`src/rtl/avalon_s_pkg.sv`:
```
// Shared types and helpers for the Avalon multi-host front end.
package avalon_s_pkg;

  // Upper bound on the host count that the index helper can encode.
  localparam int MAX_HOSTS = 32;
  localparam int MAX_IDX_W = 5;

  // Lock state of the arbiter: a stalled transfer pins the grant.
  typedef enum logic {
    UNLOCKED = 1'b0,
    LOCKED   = 1'b1
  } lock_state_e;

  // Width of a host index (ptr, lock_id); never narrower than one bit.
  function automatic int idx_width(input int n);
    return (n <= 2) ? 1 : $clog2(n);
  endfunction

  // Binary index of a one-hot vector; an all-zero vector yields 0.
  function automatic logic [MAX_IDX_W-1:0] onehot_to_idx(input logic [MAX_HOSTS-1:0] oh);
    logic [MAX_IDX_W-1:0] idx;
    idx = '0;
    for (int i = 0; i < MAX_HOSTS; i++) begin
      idx = idx | (oh[i] ? MAX_IDX_W'(i) : {MAX_IDX_W{1'b0}});
    end
    return idx;
  endfunction

endpackage

```
`src/rtl/avalon_s_rr_arbiter.sv`:
```
// Combinational round-robin picker: first requester at or after ptr wins.
module avalon_s_rr_arbiter #(
  parameter int NH = 2,
  parameter int PW = 1
) (
  input  logic [NH-1:0] req,
  input  logic [PW-1:0] ptr,
  output logic [NH-1:0] grant
);

  int   idx;
  logic found;

  // Scan ptr, ptr+1, ... with modulo-NH wrap and grant the first requester.
  always_comb begin
    grant = '0;
    found = 1'b0;
    idx   = 0;
    for (int k = 0; k < NH; k++) begin
      idx = int'(ptr) + k;
      if (idx >= NH) begin
        idx = idx - NH;
      end else begin
        idx = idx;
      end
      for (int i = 0; i < NH; i++) begin
        if (!found && (i == idx) && req[i]) begin
          grant[i] = 1'b1;
          found    = 1'b1;
        end else begin
          grant[i] = grant[i];
        end
      end
    end
  end

endmodule

```
`src/rtl/avalon_s_host_arbiter.sv`:
```
// Merges NH Avalon host ports onto one bus port: round-robin grant,
// grant held while the bus stalls, read data steered back to its issuer.
module avalon_s_host_arbiter
  import avalon_s_pkg::*;
#(
  parameter int NH = 2,
  parameter int DW = 32,
  parameter int AW = 32
) (
  input  logic                     clk,
  input  logic                     rst,
  input  logic [NH-1:0]            hosts_avn_read,
  input  logic [NH-1:0]            hosts_avn_write,
  input  logic [NH-1:0][AW-1:0]    hosts_avn_address,
  input  logic [NH-1:0][DW/8-1:0]  hosts_avn_byte_enable,
  input  logic [NH-1:0][DW-1:0]    hosts_avn_writedata,
  output logic [NH-1:0][DW-1:0]    hosts_avn_readdata,
  output logic [NH-1:0]            hosts_avn_waitrequest,
  output logic                     bus_avn_read,
  output logic                     bus_avn_write,
  output logic [AW-1:0]            bus_avn_address,
  output logic [DW/8-1:0]          bus_avn_byte_enable,
  output logic [DW-1:0]            bus_avn_writedata,
  input  logic [DW-1:0]            bus_avn_readdata,
  input  logic                     bus_avn_waitrequest
);

  localparam int PW = idx_width(NH);
  localparam int BW = DW / 8;

  lock_state_e   state, state_next;
  logic [PW-1:0] ptr, ptr_next;
  logic [PW-1:0] lock_id, lock_id_next;
  logic [NH-1:0] rd_owner, rd_owner_next;
  logic [NH-1:0] req;
  logic [NH-1:0] rr_grant;
  logic [NH-1:0] grant;
  logic [NH-1:0] lock_oh;
  logic [PW-1:0] gnt_idx;
  logic          acc;

  assign req     = hosts_avn_read | hosts_avn_write;
  assign lock_oh = NH'(1'b1) << lock_id;
  assign gnt_idx = PW'(onehot_to_idx(MAX_HOSTS'(grant)));
  assign acc     = (|grant) & ~bus_avn_waitrequest;

  avalon_s_rr_arbiter #(
    .NH (NH),
    .PW (PW)
  ) u_rr (
    .req   (req),
    .ptr   (ptr),
    .grant (rr_grant)
  );

  // Final grant: the locked host while it keeps requesting, else the RR pick.
  // A locked host that drops its request aborts: nobody is granted this cycle.
  always_comb begin
    grant = '0;
    if (state == LOCKED) begin
      if (req[lock_id]) begin
        grant = lock_oh;
      end else begin
        grant = '0;
      end
    end else begin
      grant = rr_grant;
    end
  end

  // Forward the granted host's fields to the bus; zeros when nobody holds it.
  always_comb begin
    bus_avn_read        = 1'b0;
    bus_avn_write       = 1'b0;
    bus_avn_address     = '0;
    bus_avn_byte_enable = '0;
    bus_avn_writedata   = '0;
    for (int i = 0; i < NH; i++) begin
      bus_avn_read        = bus_avn_read  | (grant[i] & hosts_avn_read[i]);
      bus_avn_write       = bus_avn_write | (grant[i] & hosts_avn_write[i]);
      bus_avn_address     = bus_avn_address     | ({AW{grant[i]}} & hosts_avn_address[i]);
      bus_avn_byte_enable = bus_avn_byte_enable | ({BW{grant[i]}} & hosts_avn_byte_enable[i]);
      bus_avn_writedata   = bus_avn_writedata   | ({DW{grant[i]}} & hosts_avn_writedata[i]);
    end
  end

  // Host-side stall and read-data steering.
  always_comb begin
    hosts_avn_waitrequest = '1;
    hosts_avn_readdata    = '0;
    for (int i = 0; i < NH; i++) begin
      hosts_avn_waitrequest[i] = grant[i] ? bus_avn_waitrequest : 1'b1;
      hosts_avn_readdata[i]    = rd_owner[i] ? bus_avn_readdata : {DW{1'b0}};
    end
  end

  // Next-state for the lock FSM, round-robin pointer and read owner.
  always_comb begin
    state_next    = state;
    lock_id_next  = lock_id;
    ptr_next      = ptr;
    rd_owner_next = '0;

    case (state)
      UNLOCKED: begin
        if ((|grant) && bus_avn_waitrequest) begin
          state_next   = LOCKED;
          lock_id_next = gnt_idx;
        end else begin
          state_next   = UNLOCKED;
        end
      end
      LOCKED: begin
        if (!req[lock_id]) begin
          state_next = UNLOCKED;
        end else if (acc) begin
          state_next = UNLOCKED;
        end else begin
          state_next = LOCKED;
        end
      end
      default: begin
        state_next = UNLOCKED;
      end
    endcase

    // The host after the one just served gets first look next time.
    if (acc) begin
      ptr_next = (gnt_idx == PW'(NH - 1)) ? {PW{1'b0}} : (gnt_idx + PW'(1'b1));
    end else begin
      ptr_next = ptr;
    end

    // Read data arrives one cycle after acceptance; remember who asked.
    if (acc && bus_avn_read) begin
      rd_owner_next = grant;
    end else begin
      rd_owner_next = '0;
    end
  end

  // State registers with synchronous reset; reset drops any pending read.
  always_ff @(posedge clk) begin
    if (rst) begin
      state    <= UNLOCKED;
      ptr      <= '0;
      lock_id  <= '0;
      rd_owner <= '0;
    end else begin
      state    <= state_next;
      ptr      <= ptr_next;
      lock_id  <= lock_id_next;
      rd_owner <= rd_owner_next;
    end
  end

endmodule
```
`config.mk`:
```
export PLATFORM = sky130hd
export DESIGN_NAME = avalon_s_host_arbiter
export DESIGN_NICKNAME = d
export VERILOG_FILES = /design/src/rtl/avalon_s_pkg.sv /design/src/rtl/avalon_s_rr_arbiter.sv /design/src/rtl/avalon_s_host_arbiter.sv
export SDC_FILE = /design/constraint.sdc
export NUM_CORES = 1
export LEC_CHECK = 0
export CAP_MARGIN = 20
export CORE_AREA = 2 2 121 123
export DETAILED_ROUTE_END_ITERATION = 12
export DIE_AREA = 0 0 123 125
export PLACE_DENSITY = 0.61
export REMOVE_ABC_BUFFERS = 1
export SLEW_MARGIN = 10
export SYNTH_ARGS = -nofsm -noshare
export SYNTH_HDL_FRONTEND = slang
export SYNTH_SLANG_ARGS = --single-unit
```
`constraint.sdc`:
```
create_clock -name clk -period 1.9 [get_ports clk]
set_clock_uncertainty 0.05 [all_clocks]
set_input_delay 0.38 -clock clk [delete_from_list [all_inputs] [get_ports clk]]
set_output_delay 0.38 -clock clk [all_outputs]
set_load 0.005 [all_outputs]
```
==> results_dict.tcl <==
set metrics [dict create \
    cts_made_buffers 3 \
    synth_top_cells_by_area "sky130_fd_sc_hd__a22o_1, sky130_fd_sc_hd__and2_1, sky130_fd_sc_hd__dfxtp_1, sky130_fd_sc_hd__buf_4, sky130_fd_sc_hd__buf_2" \
    ys.warnings.count 0 \
    netlist_instances 183 \
    swShare_pct 31.20 \
    dieArea_um2 15380 \
    place_congestion 0.7656 \
    timing.max_slew.rel_slack_pct 79.39 \
    worst_setup_path_start_kind "flop" \
    comb_power_share_pct 77.3 \
    clock_slew_at_the_register_clock_pins_of_the_worst_setup_and_hold_paths_ns 0.03 \
    maxClockFrequency_ghz 0.4374 \
    setup_violations 72 \
    grt_antenna_before_repair 0 \
    worstHoldPathCells 4 \
    rsz0062_at_grt "yes" \
    final_cell_count_without_fillers 713 \
    drt_iter0_drc 30 \
    clock_sinks 5 \
    buffer_ports.inserted 310 \
    crit_family "buffers and inverters" \
    drv_slew 0 \
    worstSkewPairLatency_ns 0.22 \
    regToRegStartpoint "state" \
    cp_num_cells 8 \
    final.min_clock_period_ns 2.286 \
    destination_of_the_worst_hold_path "rd_owner[0]" \
    commonest_non_fill_non_tap_cell_in_the_layout "sky130_fd_sc_hd__clkdlybuf4s50_1" \
    postPlaceCellArea_um2 4748 \
    run_status "finished with violations" \
    grt_remaining_overflow 0 \
    crit_fanout 5 \
    reg2reg_depth 6 \
    internal-power_mw 1.399 \
    critical_path_buf_inv_count 6 \
    die_w_um 123 \
    nNetsFinal 705 \
    timing.hold.worst.start "hosts_avn_read[1]" \
    synth.area.mux_share_pct 0 \
    max_cap_violations 0 \
    routed_wire_length_per_instance_um 18.39 \
    drc 0 \
    switching_power_mw 0.6347 \
    wl_mm 13.11 \
    crit_required_ns 1.47 \
    floorplan.initialDensity_pct 9.725 \
    cts_tree "yes" \
    path_cells "buf_6, a221oi_4, buf_6, buf_6, clkbuf_16, buf_8, a22o_1, buf_2" \
    floorplan.rows 44 \
    placeableCoreArea_um2 14200 \
    yosys.area_share.simple_pct 34.15 \
    drive_above_1_share_pct 27.41 \
    vdd.ir_drop.worst_mv 0.2153 \
    final.period_utilization_pct 120.3 \
    area_fraction_in_compound_gates_after_synthesis_pct 49.46 \
    path_class "reg -> out" \
    synth_top_family_by_area "compound AO/OA/AOI/OAI gates" \
    grt_use_total_pct 14.17 \
    vias_per_cell 4.109 \
    grt_pass1_wl_mm 16.63 \
    mappedNetlistArea_um2 1381 \
    synth.ff_latch_count 5 \
    p_leak_nw 2.918 \
    worst-r2r-setup-slack_ns 0.08 \
    synth_largest_type_area_fraction_pct 44.38 \
    syn_area_per_cell_um2 7.548 \
    post_synth_fa_ha_maj_area_fraction_pct 0 \
    first_global_vias 2995 \
    cts_root_buffer "sky130_fd_sc_hd__clkbuf_16" \
    p_clk_share_pct 16.7 \
    number_of_different_library_cells_in_the_post_synthesis_netlist 22 \
    fillCellCount 1462 \
    detailedPlacementHpwl_mm 8.524 \
    final_antenna_net_count 0 \
    worst_path_largest_cell_delay_ns 0.35 \
    yosys.area.top_type "sky130_fd_sc_hd__a22o_1" \
    failed_checks "negative setup slack" \
    transition_time_at_the_pin_with_the_least_slew_margin_ns 0.3059 \
    h_tree_depth 1 \
    place_inst 667 \
    worst_setup_ep_type "primary output" \
    hold_slack_ns 0.5493 \
    antenna_cells 0 \
    setup_ws_ns -0.3864 \
    timing.rr.end "lock_id" \
    pwr_density_cell_nw_per_um2 387.8 \
    finish.instance_area_um2 5245 \
    final-hold-violation-count 0 \
    synth_sequential_area_ratio_pct 7.246 \
    most-common-layout-cells "sky130_fd_sc_hd__clkdlybuf4s50_1, sky130_fd_sc_hd__a22o_1, sky130_fd_sc_hd__and2_1, sky130_fd_sc_hd__buf_2" \
    dr_total_vias 2930 \
    holdCritPathClass "in -> reg" \
    cp_dominant_cell_by_count "sky130_fd_sc_hd__buf_6" \
    worst_ep_arrival_time_ns 1.86 \
    post_synthesis_share_of_cell_area_spent_on_xor_and_xnor_gates_pct 0 \
    ctsLongestPathBuffers 2 \
    place_worst_setup_slack_ns -1.085 \
    top_level_ports 311 \
    drtPass1Iterations 5 \
    critPathSlowestCell "sky130_fd_sc_hd__dfxtp_4" \
    layout-area-overhead-vs-synth_pct 279.7 \
    fin_total_pwr_mw 2.034 \
    die_h_um 125 \
    grt_start_max_net_pins 35 \
    seq_power_share_pct 6.0 \
]
timing repair:
action,in CTS,in global routing
setup buffers,20,16
gates resized for setup,256,131
pin swaps,12,46
cloned,6,8
hold buffers,0,0
setup endpoints to repair,109,100
metal layers:
layer / track usage [%] / vias to the layer above / routed length, um
met2: 29.41 / 182 / 7270
met1: 13.65 / 1357 / 4422
met5: 0 / - / 0
li1: - / 1387 / -
met4: 1.136 / 0 / 55
met3: 4.516 / 4 / 1362
worst max-delay path by stage:
stage                            endpoint  slack, ns               start
floorplan              bus_avn_address[0]      -2.01  hosts_avn_write[1]
global placement     bus_avn_writedata[3]      -1.05  hosts_avn_write[1]
detailed placement   bus_avn_writedata[3]      -1.08  hosts_avn_write[1]
CTS                   bus_avn_address[31]      -0.59  hosts_avn_write[1]
global route          bus_avn_address[29]      -0.47               state
finish              bus_avn_writedata[17]      -0.39               state
cell families after synthesis:
family / after synthesis
compound gates: 79
buf+inv: 24
flops: 5
simple gates: 75
cell type report:
type                       instances  area (um^2)  area share (%)
sequential                         5        107.6           2.052
inverter                           2        7.507          0.1431
timing repair buffer             364         3605           68.73
clock buffer                       4        78.83           1.503
multi-input combinational        154         1216           23.19
tap                              184        230.2           4.389
state kept, by name, indices dropped and copies added, names as in the netlist:
| signal | count |
|---|---|
| rd_owner | 2 |
| state | 1 |
| lock_id | 1 |
| ptr | 1 |
synth_stat cells:
cell type / count
sky130_fd_sc_hd__a211oi_1: 1
sky130_fd_sc_hd__a21oi_1: 3
sky130_fd_sc_hd__a221oi_2: 1
sky130_fd_sc_hd__a22o_1: 70
sky130_fd_sc_hd__a311oi_1: 1
sky130_fd_sc_hd__and2_1: 64
sky130_fd_sc_hd__buf_2: 8
sky130_fd_sc_hd__buf_4: 7
sky130_fd_sc_hd__clkbuf_1: 7
sky130_fd_sc_hd__dfxtp_1: 5
sky130_fd_sc_hd__inv_1: 2
sky130_fd_sc_hd__nand2_1: 2
sky130_fd_sc_hd__nand2b_1: 1
sky130_fd_sc_hd__nor2_1: 2
sky130_fd_sc_hd__nor2b_1: 1
sky130_fd_sc_hd__nor3b_1: 1
sky130_fd_sc_hd__nor4b_1: 1
sky130_fd_sc_hd__nor4b_2: 1
sky130_fd_sc_hd__o21ai_0: 1
sky130_fd_sc_hd__o311a_1: 1
sky130_fd_sc_hd__o31a_1: 1
sky130_fd_sc_hd__or2_1: 2
worst register-to-register path, stage by stage (launching register included):
cell and delay [ns]:
sky130_fd_sc_hd__dfxtp_4 0.35, sky130_fd_sc_hd__buf_6 0.13, sky130_fd_sc_hd__o311a_4 0.43, sky130_fd_sc_hd__buf_6 0.14, sky130_fd_sc_hd__clkbuf_16 0.14, sky130_fd_sc_hd__or2_1 0.25
sky130_fd_sc_hd__a311oi_1 0.25
per-stage QoR:
| step | TNS [ns] | utilization (%) |
|---|---|---|
| 5_1_grt | -25.42 | 36.93 |
| 3_3_place_gp | -69.74 | 33.43 |
| 6_report | -21.63 | 36.93 |
| 2_1_floorplan | -151.85 | - |
| 3_5_place_dp | -72.46 | 33.43 |
| 4_1_cts | -27.31 | 35.23 |
power by group through the flow:
| stage | sequential [mW] | clock [mW] | combinational [mW] |
|---|---|---|---|
| 2_1_floorplan | 0.126 | 0 | 0.368 |
| 3_3_place_gp | 0.121 | 0 | 1.35 |
| 3_5_place_dp | 0.121 | 0 | 1.35 |
| 4_1_cts | 0.121 | 0.345 | 1.49 |
| 5_1_grt | 0.123 | 0.357 | 1.68 |
| 6_report | 0.122 | 0.340 | 1.57 |
(Power assumes the default switching activity.)
